<file path="src/rtl/handshake_monitor_pkg.sv">
// Shared types for the valid/ready handshake monitor.
package handshake_monitor_pkg;

   // Error kinds reported per channel. ERR_NONE doubles as the "no error" code.
   typedef enum logic [1:0] {
      ERR_NONE    = 2'd0,
      ERR_DROP    = 2'd1,
      ERR_DATA    = 2'd2,
      ERR_TIMEOUT = 2'd3
   } err_kind_t;

   // Per-channel protocol state.
   typedef enum logic {
      IDLE  = 1'b0,
      STALL = 1'b1
   } chan_state_t;

endpackage

</file>
<file path="src/rtl/handshake_monitor_chan.sv">
// One monitored valid/ready channel: protocol FSM, payload latch, stall and
// transfer counters, and the per-channel error status registers.
//
// Handshake: a transfer completes on every enabled clock edge where valid_i
// and ready_i are both high. Once valid_i is raised without ready_i, valid_i
// must stay high and data_i must stay constant until ready_i is seen.
module handshake_monitor_chan
   import handshake_monitor_pkg::*;
#(
   parameter int DATA_W  = 8,
   parameter int TIMEOUT = 16,
   parameter int CNT_W   = 16
) (
   input  logic              clk_i,
   input  logic              rst_ni,
   input  logic              enable_i,
   input  logic              clear_i,
   input  logic              valid_i,
   input  logic              ready_i,
   input  logic [DATA_W-1:0] data_i,
   output logic              err_new_o,
   output logic              err_pulse_o,
   output logic              err_sticky_o,
   output logic [1:0]        err_code_o,
   output logic [CNT_W-1:0]  xfer_count_o,
   output logic [CNT_W-1:0]  stall_max_o,
   output logic              state_o
);

   localparam logic [CNT_W-1:0] ONE    = CNT_W'(1);
   localparam logic [CNT_W-1:0] TO_VAL = CNT_W'(TIMEOUT);

   chan_state_t       state_q, state_d;
   logic [DATA_W-1:0] data_q, data_d;
   logic [CNT_W-1:0]  cnt_q, cnt_d;
   logic              to_done_q, to_done_d;
   logic [CNT_W-1:0]  xfer_q, xfer_d;
   logic [CNT_W-1:0]  smax_q, smax_d;
   logic              pulse_q;
   logic              sticky_q;
   logic [1:0]        code_q;
   err_kind_t         kind;
   logic              err_new;
   logic [CNT_W-1:0]  smax_upd;

   // Longest stall if the current episode ends this cycle.
   assign smax_upd = (cnt_q > smax_q) ? cnt_q : smax_q;

   // Next-state: protocol checks first, then clear overrides the state it owns.
   always_comb begin
      state_d   = state_q;
      data_d    = data_q;
      cnt_d     = cnt_q;
      to_done_d = to_done_q;
      xfer_d    = xfer_q;
      smax_d    = smax_q;
      kind      = ERR_NONE;
      if (enable_i) begin
         case (state_q)
            IDLE: begin
               if (valid_i && ready_i) begin
                  xfer_d = xfer_q + ONE;
               end else if (valid_i) begin
                  state_d   = STALL;
                  data_d    = data_i;
                  cnt_d     = ONE;
                  to_done_d = 1'b0;
               end
            end
            STALL: begin
               if (!valid_i) begin
                  // Valid withdrawn before ready: highest priority error.
                  kind    = ERR_DROP;
                  state_d = IDLE;
                  smax_d  = smax_upd;
                  cnt_d   = '0;
               end else begin
                  if (data_i != data_q) kind = ERR_DATA;
                  if (ready_i) begin
                     state_d = IDLE;
                     xfer_d  = xfer_q + ONE;
                     smax_d  = smax_upd;
                     cnt_d   = '0;
                  end else begin
                     data_d = data_i;
                     cnt_d  = (cnt_q == '1) ? cnt_q : cnt_q + ONE;
                     // Timeout reported once per episode, and only if nothing stronger fired.
                     if (kind == ERR_NONE && !to_done_q && cnt_d >= TO_VAL) begin
                        kind      = ERR_TIMEOUT;
                        to_done_d = 1'b1;
                     end
                  end
               end
            end
            default: state_d = IDLE;
         endcase
      end
      if (clear_i) begin
         state_d   = IDLE;
         cnt_d     = '0;
         to_done_d = 1'b0;
         xfer_d    = '0;
         smax_d    = '0;
      end
   end

   assign err_new = (kind != ERR_NONE);

   // FSM, latch and counter registers.
   always_ff @(posedge clk_i or negedge rst_ni) begin
      if (!rst_ni) begin
         state_q   <= IDLE;
         data_q    <= '0;
         cnt_q     <= '0;
         to_done_q <= 1'b0;
         xfer_q    <= '0;
         smax_q    <= '0;
      end else begin
         state_q   <= state_d;
         data_q    <= data_d;
         cnt_q     <= cnt_d;
         to_done_q <= to_done_d;
         xfer_q    <= xfer_d;
         smax_q    <= smax_d;
      end
   end

   // Error status: a new error on a clear cycle lands after the clear.
   always_ff @(posedge clk_i or negedge rst_ni) begin
      if (!rst_ni) begin
         pulse_q  <= 1'b0;
         sticky_q <= 1'b0;
         code_q   <= ERR_NONE;
      end else begin
         pulse_q  <= err_new;
         sticky_q <= (sticky_q & ~clear_i) | err_new;
         if (err_new)      code_q <= kind;
         else if (clear_i) code_q <= ERR_NONE;
      end
   end

   assign err_new_o    = err_new;
   assign err_pulse_o  = pulse_q;
   assign err_sticky_o = sticky_q;
   assign err_code_o   = code_q;
   assign xfer_count_o = xfer_q;
   assign stall_max_o  = smax_q;
   assign state_o      = state_q;

endmodule

</file>
<file path="src/rtl/handshake_monitor.sv">
// Non-intrusive valid/ready protocol monitor for NUM_CH channels. Per-channel
// checking lives in handshake_monitor_chan; this level packs the outputs and
// captures the first erroring channel (lowest index wins on a tie).
module handshake_monitor
   import handshake_monitor_pkg::*;
#(
   parameter  int NUM_CH  = 4,
   parameter  int DATA_W  = 8,
   parameter  int TIMEOUT = 16,
   parameter  int CNT_W   = 16,
   localparam int CH_W    = (NUM_CH > 1) ? $clog2(NUM_CH) : 1
) (
   input  logic                     CLK,
   input  logic                     ASYNCRESETN,
   input  logic                     enable,
   input  logic                     clear,
   input  logic [NUM_CH-1:0]        ch_valid,
   input  logic [NUM_CH-1:0]        ch_ready,
   input  logic [NUM_CH*DATA_W-1:0] ch_data,
   output logic [NUM_CH-1:0]        err_pulse,
   output logic [NUM_CH-1:0]        err_sticky,
   output logic [NUM_CH*2-1:0]      err_code,
   output logic [CH_W-1:0]          first_err_ch,
   output logic                     first_err_vld,
   output logic [NUM_CH*CNT_W-1:0]  xfer_count,
   output logic [NUM_CH*CNT_W-1:0]  stall_max,
   output logic [NUM_CH-1:0]        dbg_state_o
);

   logic [NUM_CH-1:0] err_new;
   logic [CH_W-1:0]   first_idx;
   logic              fe_vld_q, fe_vld_d;
   logic [CH_W-1:0]   fe_ch_q, fe_ch_d;

   for (genvar i = 0; i < NUM_CH; i++) begin : g_chan
      handshake_monitor_chan #(
         .DATA_W  (DATA_W),
         .TIMEOUT (TIMEOUT),
         .CNT_W   (CNT_W)
      ) u_chan (
         .clk_i        (CLK),
         .rst_ni       (ASYNCRESETN),
         .enable_i     (enable),
         .clear_i      (clear),
         .valid_i      (ch_valid[i]),
         .ready_i      (ch_ready[i]),
         .data_i       (ch_data[i*DATA_W +: DATA_W]),
         .err_new_o    (err_new[i]),
         .err_pulse_o  (err_pulse[i]),
         .err_sticky_o (err_sticky[i]),
         .err_code_o   (err_code[i*2 +: 2]),
         .xfer_count_o (xfer_count[i*CNT_W +: CNT_W]),
         .stall_max_o  (stall_max[i*CNT_W +: CNT_W]),
         .state_o      (dbg_state_o[i])
      );
   end

   // Lowest-index channel among those raising an error this cycle.
   always_comb begin
      first_idx = '0;
      for (int i = NUM_CH - 1; i >= 0; i--) begin
         if (err_new[i]) first_idx = CH_W'(i);
      end
   end

   // First-error capture; an error coincident with clear is kept.
   always_comb begin
      fe_vld_d = fe_vld_q;
      fe_ch_d  = fe_ch_q;
      if (clear) begin
         fe_vld_d = 1'b0;
         fe_ch_d  = '0;
      end
      if (!fe_vld_d && (|err_new)) begin
         fe_vld_d = 1'b1;
         fe_ch_d  = first_idx;
      end
   end

   // First-error registers, updated on the same edge as err_pulse.
   always_ff @(posedge CLK or negedge ASYNCRESETN) begin
      if (!ASYNCRESETN) begin
         fe_vld_q <= 1'b0;
         fe_ch_q  <= '0;
      end else begin
         fe_vld_q <= fe_vld_d;
         fe_ch_q  <= fe_ch_d;
      end
   end

   assign first_err_vld = fe_vld_q;
   assign first_err_ch  = fe_ch_q;

endmodule

</file>
<file path="config.mk">
export PLATFORM = sky130hd
export DESIGN_NAME = handshake_monitor
export DESIGN_NICKNAME = d
export VERILOG_FILES = /design/src/rtl/handshake_monitor_pkg.sv /design/src/rtl/handshake_monitor_chan.sv /design/src/rtl/handshake_monitor.sv
export SDC_FILE = /design/constraint.sdc
export NUM_CORES = 1
export LEC_CHECK = 0
export BUFFER_PORTS_ARGS = -buffer_cell sky130_fd_sc_hd__buf_2
export CAP_MARGIN = 5
export CORE_MARGIN = 10
export CORE_UTILIZATION = 55
export DETAILED_ROUTE_END_ITERATION = 10
export GPL_ROUTABILITY_DRIVEN = 1
export PLACE_DENSITY = 0.82
export SYNTH_ARGS = -nofsm -noshare
export SYNTH_HDL_FRONTEND = slang
export SYNTH_SLANG_ARGS = --single-unit
</file>
<file path="constraint.sdc">
create_clock -name CLK -period 3.95 [get_ports CLK]
set_clock_uncertainty 0.15 [all_clocks]
set_input_delay 0.395 -clock CLK [delete_from_list [all_inputs] [get_ports CLK]]
set_output_delay 0.395 -clock CLK [all_outputs]
set_load 0.02 [all_outputs]
</file>
==> results.py <==
metrics = {
    "worst_setup_path": {
        "rr_startpoint": "g_chan[3].u_chan.cnt_q[0]$_DFFE_PN0P_",
        "arrival_ps": 3760,
        "criticalPathCategory": "reg -> reg",
        "cp-startpoint": "g_chan[3].u_chan.cnt_q[0]$_DFFE_PN0P_",
        "rrSetupSlack_ps": 500,
        "required_ps": 4260,
        "reg2regPathDepth": 10,
        "cp-end-kind": "flop",
        "crit_path_end": "first_err_ch[0]$_DFFE_PN0P_",
        "start_kind": "flop",
        "timing.rr.end": "first_err_ch[0]$_DFFE_PN0P_",
        "critPathMaxFanout": 7,
    },
    "synthesis": {
        "synthArstFlopShare": 1.00,
        "synth_cell_types": 75,
        "postSynthCellCount": 1639,
        "synth.avg_cell_area_um2": 9.13,
        "synthFlopType": "dfrtp_1",
        "ys_seq_area_frac": 0.420,
        "synthesis.area_um2": 15000,
        "synth_edf_count": 0,
        "synth_nets": 1755,
        "ys_ff_latch": 251,
        "synth_warnings": 0,
    },
    "timing": {
        "rsz0062_at_grt": "false",
        "tightestPinTransition_ps": 1290,
        "maxSlewViolCount": 0,
        "setup_viol": 0,
        "hold_viol": 0,
        "fin_ws_ps": 505,
        "slew-limit-headroom": 0.137,
        "final.period_utilization": 0.872,
        "finalCriticalPeriod_ps": 3450,
        "fin_tns_setup_ps": 0,
        "fmax_mhz": 290,
    },
    "route": {
        "ant_nets": 0,
        "drc": 0,
        "vias": 13255,
        "wire_per_inst_um": 18.8,
        "drt-vias-per-instance": 6.12,
        "drt_iter0_drc": 1096,
        "routed_wl_mm": 40.7,
        "drtPass1Iterations": 8,
    },
    "cts": {
        "cts_tree": "built",
        "clkTransAtPathRegs_ps": 60,
        "clock-root-buffer": "clkbuf_16",
        "cts.sinks": 251,
        "cts_resized": 0,
        "htree_levels": 1,
        "clk_path_buf_depth": 3,
        "worstSkewPairLatency_ps": 550,
        "cts_made_buffers": 29,
    },
    "outcome": {
        "status": "completed",
    },
    "pwr": {
        "total_power_uw": 6710,
        "irDropWorstVdd_uv": 308,
        "p_per_area_nw_per_um2": 385,
        "static-leakage-power_uw": 0.00813,
    },
    "die": {
        "coreArea_um2": 26900,
        "dieArea_um2": 34200,
        "rows": 60,
        "die_y_um": 185,
        "dieWidth_um": 185,
        "start_util": 0.557,
        "pin_count": 195,
    },
    "global_routing": {
        "grt_antenna_before_repair": 1,
        "grt_use_total": 0.235,
        "grt-ovfl-total": 0,
        "grt_pass1_wl_mm": 67.0,
        "grt_start_max_net_pins": 114,
        "grt_pass1_vias": 12970,
    },
    "placement": {
        "io_buffers": 194,
        "dpl_worst_slack_ps": 505,
        "gp_congestion": 0.883,
        "placedCellCount": 2081,
        "dp_hpwl_mm": 28.4,
    },
    "final_layout": {
        "drive_above_1_share": 0.165,
        "layout_common_cells": "dfrtp_1, buf_2, nand2_1, nor2_1, inv_1",
        "final_core_util": 0.648,
        "final_nets": 1922,
        "fin_cells": 2166,
        "layout_commonest_cell": "dfrtp_1",
        "syn_to_final_growth_pct": 16.3,
    },
    "job": {
        "cap_violations": 0,
    },
    "hold_path": {
        "hold_class": "in -> reg",
    },
}
==> state kept, by name (all words and copies together), names as in the netlist <==
signal and flops:
g_chan.u_chan.data_q 32, g_chan.u_chan.err_pulse_o 4, g_chan.u_chan.cnt_q 64, g_chan.u_chan.err_sticky_o 4, first_err_ch 2, first_err_vld 1
g_chan.u_chan.stall_max_o 64, g_chan.u_chan.xfer_count_o 64, g_chan.u_chan.err_code_o 8, g_chan.u_chan.to_done_q 4, g_chan.u_chan.state_o 4
==> final cells by class <==
cell class | count | area (um^2)
Antenna cell | 1 | 2.50
Clock buffer | 34 | 774
Clock inverter | 15 | 228
Fill cell | 2178 | 9460
Inverter | 86 | 323
Multi-Input combinational cell | 1196 | 7930
Sequential cell | 251 | 6280
Tap cell | 341 | 427
Timing Repair Buffer | 242 | 1460
==> logic make-up after synthesis <==
logic type | share of synthesized area
xor+xnor | 0.0567
mux | 0.0491
flops | 0.420
buf+inv | 0.0520
compound gates | 0.166
fa+ha+maj | 0.0602
simple gates | 0.196
==> cells in the mapped netlist, types with 13 or more instances <==
cell	number	area (um^2)
clkbuf_1	78	293
a21o_1	18	135
o21ai_0	80	400
a31oi_1	18	113
a21oi_1	71	355
inv_1	86	323
nor2_1	137	514
o31ai_1	30	225
a22o_1	22	193
xnor2_1	45	394
ha_1	72	901
nor3b_1	13	97.6
nor3_1	44	220
xor2_1	52	455
o21a_1	19	143
a32oi_1	16	140
nor2b_1	18	113
nand2_1	161	604
nand4_1	57	357
mux2i_1	45	450
o2111ai_1	23	201
mux2_2	24	270
dfrtp_1	251	6280
and3_1	30	188
nand3_1	67	335
==> metrics by stage <==
| stage | hold slack (ps) | instance area [um^2] |
|---|---|---|
| 2_1_floorplan | -50.6 | 15000 |
| 6_report | 23.0 | 17400 |
| 3_3_place_gp | 310 | 16100 |
| 4_1_cts | 2.05 | 17400 |
| 5_1_grt | 31.8 | 17400 |
| 3_5_place_dp | 318 | 16100 |
==> report_power, final <==
part / leakage, uW / total [uW] / internal, uW / switching, uW
Sequential: 0.00343 / 2800 / 2700 / 103
Clock: 0.000498 / 2840 / 1770 / 1060
Combinational: 0.00421 / 1070 / 434 / 640
==> worst min path at each step <==
stage	from	endpoint	slack, ps	depth (start not counted)
final	ch_valid[2]	g_chan[2].u_chan.err_code_o[1]$_DFFE_PN0P_	20	2
after global placement	g_chan[2].u_chan.err_sticky_o$_DFF_PN0_	g_chan[2].u_chan.err_sticky_o$_DFF_PN0_	310	1
after floorplan	ASYNCRESETN	first_err_ch[0]$_DFFE_PN0P_	-50	0
after detailed placement	g_chan[2].u_chan.err_sticky_o$_DFF_PN0_	g_chan[2].u_chan.err_sticky_o$_DFF_PN0_	320	1
after global routing	ch_valid[2]	g_chan[2].u_chan.err_code_o[1]$_DFFE_PN0P_	30	2
after CTS	ch_valid[2]	g_chan[2].u_chan.err_code_o[1]$_DFFE_PN0P_	2	2
==> worst max-delay path, stage by stage, from the launching register on <==
cell and delay (ps):
dfrtp_1 440, ha_1 260, and3_1 260, nand3_1 120, nor2_1 120, o32a_1 350, or4_4 540, o41ai_4 400
a31oi_2 230, mux2_4 350, o221ai_2 140
==> routing by layer <==
metal  GRT usage  wire length, um  vias up
met4      0.0744             1040        0
met5           0                0        -
li1            -                -     6243
met1       0.311            17900     6455
met3      0.0543             3090       70
met2       0.373            18700      487
==> what timing repair did <==
item | in CTS | in global routing
hold endpoints to repair | 145 | 0
setup endpoints to repair | 0 | 0
hold buffers | 35 | 0
buffers inserted | 0 | 0
(Power assumes the default switching activity.)
